<file path="config.mk">
export PLATFORM = sky130hd
export DESIGN_NAME = pos_receipt_reader
export DESIGN_NICKNAME = d
export VERILOG_FILES = /design/src/rtl/pos_receipt_reader.sv
export SDC_FILE = /design/constraint.sdc
export NUM_CORES = 1
export LEC_CHECK = 0
export CAP_MARGIN = 20
export CELL_PAD_IN_SITES_DETAIL_PLACEMENT = 1
export CELL_PAD_IN_SITES_GLOBAL_PLACEMENT = 1
export CORE_ASPECT_RATIO = 1.2
export CORE_MARGIN = 8
export CORE_UTILIZATION = 44
export CTS_CLUSTER_SIZE = 20
export DETAILED_ROUTE_END_ITERATION = 8
export GPL_TIMING_DRIVEN = 0
export PLACE_DENSITY = 0.78
export SLEW_MARGIN = 15
export SYNTH_ARGS = -nofsm -noshare
export SYNTH_HDL_FRONTEND = slang
export SYNTH_SLANG_ARGS = --single-unit
</file>
<file path="constraint.sdc">
create_clock -name clk -period 6.4 [get_ports clk]
set_clock_uncertainty 0.05 [all_clocks]
set_input_delay 0.96 -clock clk [delete_from_list [all_inputs] [get_ports clk]]
set_output_delay 0.96 -clock clk [all_outputs]
set_load 0.02 [all_outputs]
</file>
<file path="src/rtl/pos_receipt_reader.sv">
// rtl/pos_receipt_reader.sv - POS cart read-out: walks a snapshot of the item counts and streams receipt records
module pos_receipt_reader #(
  parameter logic [15:0] SUMMARY_ID = 16'hFFFF
) (
  input  logic        clk,
  input  logic        rst_n,
  input  logic        start,
  input  logic [47:0] item_counts,
  output logic        busy,
  output logic        rec_valid,
  input  logic        rec_ready,
  output logic [15:0] rec_item_id,
  output logic [3:0]  rec_qty,
  output logic [15:0] rec_line_total,
  output logic        rec_last,
  output logic        done
);

  typedef enum logic [2:0] {IDLE, SCAN, EMIT, SUM, SUMEMIT} state_t;

  state_t      state, nextState;
  logic [47:0] snapCounts;
  logic [3:0]  idx;
  logic [15:0] grandTotal;
  logic [3:0]  typeCount;
  logic [3:0]  curCount;
  logic [15:0] curId;
  logic [9:0]  curPrice;
  logic [15:0] curTotal;
  logic        accept;
  logic        lastIdx;
  logic        busyNext, validNext, lastNext, doneNext;

  // Catalogue lookup for the item currently addressed by idx
  always_comb begin
    curCount = snapCounts[{idx, 2'b00} +: 4];
    curId    = 16'd0;
    curPrice = 10'd0;
    case (idx)
      4'd0:  begin curId = 16'd3124; curPrice = 10'd250; end
      4'd1:  begin curId = 16'd4132; curPrice = 10'd50;  end
      4'd2:  begin curId = 16'd4133; curPrice = 10'd75;  end
      4'd3:  begin curId = 16'd3121; curPrice = 10'd200; end
      4'd4:  begin curId = 16'd3133; curPrice = 10'd100; end
      4'd5:  begin curId = 16'd3214; curPrice = 10'd995; end
      4'd6:  begin curId = 16'd1111; curPrice = 10'd450; end
      4'd7:  begin curId = 16'd2222; curPrice = 10'd300; end
      4'd8:  begin curId = 16'd3333; curPrice = 10'd400; end
      4'd9:  begin curId = 16'd4444; curPrice = 10'd600; end
      4'd10: begin curId = 16'd1122; curPrice = 10'd500; end
      4'd11: begin curId = 16'd3344; curPrice = 10'd150; end
      default: ;
    endcase
    curTotal = {6'd0, curPrice} * {12'd0, curCount};
    accept   = rec_valid && rec_ready;
    lastIdx  = (idx == 4'd11);
  end

  always_ff @(posedge clk or negedge rst_n) begin
    if (!rst_n) state <= IDLE;
    else        state <= nextState;
  end

  always_comb begin
    nextState = state;
    case (state)
      IDLE:    if (start) nextState = SCAN;
      SCAN:    if (curCount != 4'd0) nextState = EMIT;
               else if (lastIdx)     nextState = SUM;
      EMIT:    if (accept) nextState = lastIdx ? SUM : SCAN;
      SUM:     nextState = SUMEMIT;
      SUMEMIT: if (accept) nextState = IDLE;
      default: nextState = IDLE;
    endcase
  end

  // Control outputs are registered from the upcoming state
  always_comb begin
    busyNext  = (nextState != IDLE);
    validNext = (nextState == EMIT) || (nextState == SUMEMIT);
    lastNext  = (nextState == SUMEMIT);
    doneNext  = (state == SUMEMIT) && accept;
  end

  always_ff @(posedge clk or negedge rst_n) begin
    if (!rst_n) begin
      snapCounts     <= '0;
      idx            <= '0;
      grandTotal     <= '0;
      typeCount      <= '0;
      rec_item_id    <= '0;
      rec_qty        <= '0;
      rec_line_total <= '0;
      busy           <= 1'b0;
      rec_valid      <= 1'b0;
      rec_last       <= 1'b0;
      done           <= 1'b0;
    end else begin
      case (state)
        IDLE: if (start) begin
          snapCounts <= item_counts;
          idx        <= '0;
          grandTotal <= '0;
          typeCount  <= '0;
        end
        SCAN: if (curCount != 4'd0) begin
          rec_item_id    <= curId;
          rec_qty        <= curCount;
          rec_line_total <= curTotal;
          grandTotal     <= grandTotal + curTotal;
          typeCount      <= typeCount + 4'd1;
        end else begin
          idx <= idx + 4'd1;
        end
        EMIT: if (accept) idx <= idx + 4'd1;
        SUM: begin
          rec_item_id    <= SUMMARY_ID;
          rec_qty        <= typeCount;
          rec_line_total <= grandTotal;
        end
        default: ;
      endcase
      busy      <= busyNext;
      rec_valid <= validNext;
      rec_last  <= lastNext;
      done      <= doneNext;
    end
  end

endmodule

</file>
==> run_results.csv, run 1 <==
group,metric,value,unit
run_status,outcome,"complete, no violations",
final_layout,syn_to_final_growth,23.8,%
final_layout,layout_commonest_cell,"dfrtp_1",
final_layout,fin_cells,1017,
yosys,synth_cell_type_count,63,
timing,setup_violations,0,
hold_path,hold_path_end,"grandTotal[15]",
setup_path,critical_path_class,"flop to flop",
yosys,synth_mux_area_share,12.2,%
yosys,synth_top_area_cell,"dfrtp_1",
detailed_routing,vias,5902,
global_routing,grt-ovfl-total,0,
yosys,syn_nets,802,
timing,rsz0062_at_grt,"true",
detailed_routing,dr.first_iter.drc_count,270,
floorplan,ios,92,
yosys,synth_compound_area_share,16.7,%
yosys,synth_xor_area_share,2.48,%
setup_path,rrSetupSlack,230,ps
floorplan,die-area,0.0204,mm²
setup_path,timing.rr.start,"idx[0]",
setup_path,cp-end-kind,"flop",
floorplan,fp.coreArea,0.0156,mm²
final_layout,drive_above_1_share,15.8,%
clock_network,root_buffer,"clkbuf_16",
yosys,synth_seq_cells,112,
flow_run,max_cap_violations,0,
place,place.gp.congestion,0.936,
timing,slew_headroom,43.8,%
hold_path,min_from,"grandTotal[15]",
setup_path,worst_r2r_endpoint,"grandTotal[15]",
yosys,syn_area,0.00706,mm²
floorplan,die_w,132,µm
clock_network,path_clk_slew,80,ps
yosys,synth-simple-area-share,12.5,%
yosys,ys_seq_area_share,39.7,%
final_layout,n_antenna_cell,0,
clock_network,cts_max_level,3,
setup_path,worstSetupStartpoint,"idx[0]",
place,dpl.hpwl,17100,µm
floorplan,die_h,155,µm
yosys,synthCells,696,
clock_network,cts_sinks,112,
timing,post-route-period-util,96.5,%
yosys,synth_top_area_share,39.7,%
clock_network,cts_tree,"built",
timing,tightest_slew,842,ps
yosys,synth_fa_ha_area_share,11.4,%
setup_path,crit_path_start_kind,"flop",
detailed_routing,drc,0,
yosys,yosys_warnings,0,
clock_network,max-clock-path-buffers,2,
final_layout,final_nets,910,
detailed_routing,wirelength,22000,µm
global_routing,grt_pass1_vias,6532,
clock_network,cts_buffers,9,
clock_network,cts-hold-fix-buffers,0,
setup_path,r2r_cells,22,
global_routing,antenna_found_initial,0,
global_routing,grt_first_pass_wirelength,35400,µm
detailed_routing,ant_nets,0,
setup_path,critPathArrivalTime,6410,ps
global_routing,grt_use_total,21.8,%
clock_network,clk-insertion-delay-late,360,ps
setup_path,crit_required,6640,ps
global_routing,grt_max_degree,67,
timing,hold_viol,0,
detailed_routing,wl_per_cell,21.6,µm
setup_path,cp_max_fo,10,
place,io_buffers,91,
detailed_routing,avgViaCountPerCell,5.80,
yosys,ys.flop_type,"dfrtp_1",
yosys,async_flop_share,100,%
detailed_routing,first_pass_iters,4,
timing,report.final.slew_viol_count,0,
yosys,synth_edf_count,0,
timing,min_period,6170,ps
floorplan,row_count,50,
floorplan,start_util,45.1,%
timing,max_freq,162,MHz
hold_path,whs_path_depth,1,
place,placedCellCount,996,
yosys,syn_avg_cell_area,10.1,µm²
hold_path,hold_path.class,"flop to flop",
yosys,synth_top_family_by_area,"compound AO/OA/AOI/OAI gates",
yosys,ys_top_cells_by_area,"dfrtp_1 (40%), mux2_2 (7.7%), ha_1 (6.6%)",
final_layout,final_cell_mix,"dfrtp_1 (111), clkdlybuf4s50_1 (90), nand2_1 (56)",
flip-flops by register name (all words and copies together), names as in the netlist:
| signal | cells |
|---|---|
| grandTotal | 16 |
| idx | 4 |
| rec_item_id | 13 |
| snapCounts | 48 |
| state | 3 |
| typeCount | 4 |
| rec_line_total | 16 |
| rec_qty | 4 |
| done | 1 |
| busy | 1 |
| rec_last | 1 |
| rec_valid | 1 |
synth_stat cells, types with 13 or more instances:
cell,count
inv_1,40
nand3_1,23
clkbuf_1,29
nor3_1,13
nor2_1,51
a21oi_1,32
ha_1,37
nand2_1,56
dfrtp_1,112
fa_1,17
o21ai_0,52
mux2_2,48
how the worst max path moves through the flow:
stage / end / slack (ps) / depth (start not counted)
after floorplan: grandTotal[15] / 700 / 22
after global placement: grandTotal[15] / -500 / 23
after detailed placement: grandTotal[15] / -630 / 23
after CTS: grandTotal[15] / 30 / 22
after global routing: grandTotal[15] / -50 / 22
final: grandTotal[15] / 230 / 22
cell families (layout without fill, tap and decap cells):
kind of cell,Yosys count,count (layout)
muxes,65,65
DFF,112,112
buffers and inverters,84,197
AOI/OAI and AO/OA,173,173
xor gates and xnor gates,20,20
and+or+nand+nor,188,188
adders and majority gates,54,54
per-stage QoR:
step / area, µm² / setup TNS [ps] / setup slack, ps / util (%) / hold WS [ps]
final: 8740 / 0 / 226 / 55.9 / 436
after global routing: 8740 / -47.8 / -47.8 / 55.9 / 464
after CTS: 8650 / 0 / 29.3 / 55.3 / 443
after detailed placement: 8260 / -2120 / -626 / 52.8 / 432
after global placement: 8230 / -1240 / -499 / 52.6 / 423
after floorplan: 7060 / 0 / 698 / - / 395
area by class of cell:
cell class | instances | area (µm²)
fill | 1733 | 6900
multi-input combinational | 500 | 4010
sequential | 112 | 2800
timing repair buffer | 97 | 975
tap | 208 | 260
clock buffer | 12 | 256
buffer | 44 | 233
inverter | 40 | 150
clock inverter | 4 | 58.8
what timing repair did:
item | 4_1_cts | 5_1_grt
buffers inserted | 4 | 0
pin swaps | 2 | 2
gates resized for setup | 17 | 27
setup endpoints to repair | 8 | 7
endpoints found under the hold margin | 0 | 0
worst max-delay path, cell delays in order (launching register included):
cell and delay [ps]:
dfrtp_1 400, buf_6 180, buf_6 190, mux4_2 550
a22o_1 270, a21oi_2 170, clkbuf_8 200, or2_2 130
fa_1 450, fa_1 540, inv_1 70, fa_2 430
a211oi_2 290, o21ai_1 130, a31o_2 270, a21oi_1 170
xnor2_1 210, ha_1 330, a21oi_1 160, o21ai_0 150
a21o_1 210, o211ai_1 320, mux2i_1 220
routing by layer:
layer	vias to the layer above	wire (µm)	GRT usage [%]
li1	2705	-	-
met1	3015	8590	24.1
met2	142	11800	40.0
met3	40	943	3.56
met4	0	680	10.0
met5	-	0	0
Power of run 1 is left out: the tool's default activity adds up to more than one toggle a clock period on the data nets, which glitch-free logic cannot reach.
==> run 2, diff against run 1 <==
--- a/config.mk
+++ b/config.mk
@@ -10,11 +10,11 @@
 export CELL_PAD_IN_SITES_GLOBAL_PLACEMENT = 1
 export CORE_ASPECT_RATIO = 1.2
 export CORE_MARGIN = 8
-export CORE_UTILIZATION = 44
+export CORE_UTILIZATION = 47
 export CTS_CLUSTER_SIZE = 20
 export DETAILED_ROUTE_END_ITERATION = 8
 export GPL_TIMING_DRIVEN = 0
-export PLACE_DENSITY = 0.78
+export PLACE_DENSITY = 0.83
 export SLEW_MARGIN = 15
 export SYNTH_ARGS = -nofsm -noshare
 export SYNTH_HDL_FRONTEND = slang
==> constraint.sdc (replaced) <==
create_clock -name clk -period 7.9 [get_ports clk]
set_clock_uncertainty 0.05 [all_clocks]
set_input_delay 1.185 -clock clk [delete_from_list [all_inputs] [get_ports clk]]
set_output_delay 1.185 -clock clk [all_outputs]
set_load 0.02 [all_outputs]
==> run_results.csv, run 2 (synthesis gave the netlist of run 1 again) <==
group,metric,value,unit
global_routing,grt_max_degree,78,
final_layout,drive_above_1_share,12.4,%
clock_network,clk-insertion-delay-late,370,ps
timing,report.final.slew_viol_count,0,
floorplan,row_count,49,
final_layout,biggestRegsByFlops,"snapCounts: 48 flops, grandTotal: 16 flops, rec_line_total: 16 flops",
timing,hold_viol,0,
setup_path,crit_chain,"clkbuf_1 > inv_1 > ha_1 > clkbuf_1 > a2111oi_0 > a21oi_1 > and2_1 > fa_1 > inv_1 > fa_1 > inv_1 > ha_1 > a2111oi_0 > o21ai_0 > a31o_2 > a21oi_1 > xnor2_1 > ha_1 > a21oi_1 > o21ai_0 > a21o_1 > o211ai_1 > mux2i_1",
run_status,outcome,"complete, no violations",
timing,tightest_slew,1170,ps
detailed_routing,dr.first_iter.drc_count,337,
clock_network,cts_resized,0,
global_routing,grt_pass1_vias,6757,
clock_network,post-cts-setup-buffers,0,
detailed_routing,first_pass_iters,5,
detailed_routing,vias,5970,
clock_network,cts-hold-fix-buffers,0,
clock_network,cts_buffers,9,
final_layout,fin_area,0.00854,mm²
global_routing,grt-ovfl-total,0,
place,io_buffers,91,
hold_path,hold_path_end,"grandTotal[15]",
setup_path,crit_required,8140,ps
clock_network,cts_sinks,112,
final_layout,syn_to_final_growth,20.9,%
place,place.gp.congestion,0.950,
timing,setup_tns,0,ps
timing,rsz0062_at_grt,"false",
timing,setup_violations,0,
detailed_routing,wirelength,22400,µm
timing,slew_headroom,21.1,%
setup_path,cp.depth,23,
place,dpl.hpwl,17000,µm
setup_path,cp-end-kind,"flop",
timing,post-route-period-util,90.0,%
floorplan,ios,92,
setup_path,slowest_delay,590,ps
hold_path,min_from,"grandTotal[15]",
floorplan,start_util,47.6,%
floorplan,die-area,0.0192,mm²
setup_path,r2r_cells,23,
final_layout,final_nets,905,
timing,max_freq,141,MHz
setup_path,critPathTopFamily,"compound AO/OA/AOI/OAI gates",
floorplan,die_w,128,µm
hold_path,hold_path.class,"flop to flop",
detailed_routing,drc,0,
final_layout,n_antenna_cell,0,
flow_run,max_cap_violations,0,
final_layout,layout_commonest_cell,"dfrtp_1",
final_layout,largest_register_ffs,48,
detailed_routing,wl_per_cell,22.2,µm
setup_path,cp_num_buf_inv,5,
hold_path,whs_path_depth,1,
clock_network,cts_tree,"built",
final_layout,largest_register,"snapCounts",
setup_path,cp_max_fo,10,
setup_path,critical_path_class,"flop to flop",
setup_path,crit_path_start_kind,"flop",
final_layout,final_cell_mix,"dfrtp_1 (112), clkdlybuf4s50_1 (90), nand2_1 (56)",
clock_network,path_clk_slew,80,ps
clock_network,max-clock-path-buffers,2,
global_routing,grt_first_pass_wirelength,36500,µm
detailed_routing,ant_nets,0,
place,placedInstanceArea,0.00825,mm²
setup_path,rrSetupSlack,790,ps
global_routing,antenna_found_initial,0,
timing,min_period,7110,ps
detailed_routing,avgViaCountPerCell,5.92,
setup_path,critPathArrivalTime,7350,ps
setup_path,slowest_stage,"dfrtp_1",
global_routing,grt_use_total,24.4,%
floorplan,die_h,150,µm
floorplan,fp.coreArea,0.0148,mm²
final_layout,fillers,1646,
setup_path,worst_r2r_endpoint,"grandTotal[15]",
setup_path,timing.rr.start,"idx[1]",
clock_network,cts_max_level,3,
clock_network,root_buffer,"clkbuf_16",
-- run 2: how the worst max path moves through the flow --
stage / startpoint / to / slack [ps]
floorplan: idx[0] / grandTotal[15] / 2200
global placement: idx[1] / grandTotal[15] / 1150
detailed placement: idx[1] / grandTotal[15] / 830
CTS: idx[1] / grandTotal[15] / 800
global route: idx[1] / grandTotal[15] / 470
finish: idx[1] / grandTotal[15] / 790
-- run 2: stage by stage --
stage	hold slack [ps]	setup slack (ps)	utilization, %	cells
2_1_floorplan	395	2200	-	696
3_3_place_gp	416	1150	55.4	991
3_5_place_dp	429	827	55.6	992
4_1_cts	438	801	57.5	1008
5_1_grt	463	467	57.5	1008
6_report	442	789	57.5	1008
-- run 2: layout make-up --
cell class	instances	area [µm²]	share of cell area, %
Tap cell	204	255	2.99
Multi-Input combinational cell	500	3900	45.7
Timing Repair Buffer	92	940	11.0
Sequential cell	112	2800	32.8
Buffer	44	203	2.37
Clock buffer	10	239	2.80
Clock inverter	6	42.5	0.498
Inverter	40	150	1.76
-- run 2: worst register-to-register path, cell delays in order, from the launching register on --
cell       delay, ps
dfrtp_1          590
clkbuf_1         540
inv_1            150
ha_1             260
clkbuf_1         240
a2111oi_0        440
a21oi_1          230
and2_1           270
fa_1             500
inv_1             60
fa_1             530
inv_1             40
ha_1             340
a2111oi_0        510
o21ai_0          250
a31o_2           300
a21oi_1          170
xnor2_1          240
ha_1             370
a21oi_1          160
o21ai_0          170
a21o_1           220
o211ai_1         230
mux2i_1          210
-- run 2: routing by layer --
layer	vias up	GRT usage (%)	routed length, µm
met4	0	11.0	787
met1	3054	26.5	8620
met2	174	45.6	12100
met3	45	4.08	885
li1	2697	-	-
met5	-	0	0
Power of run 2 is left out for the same reason.
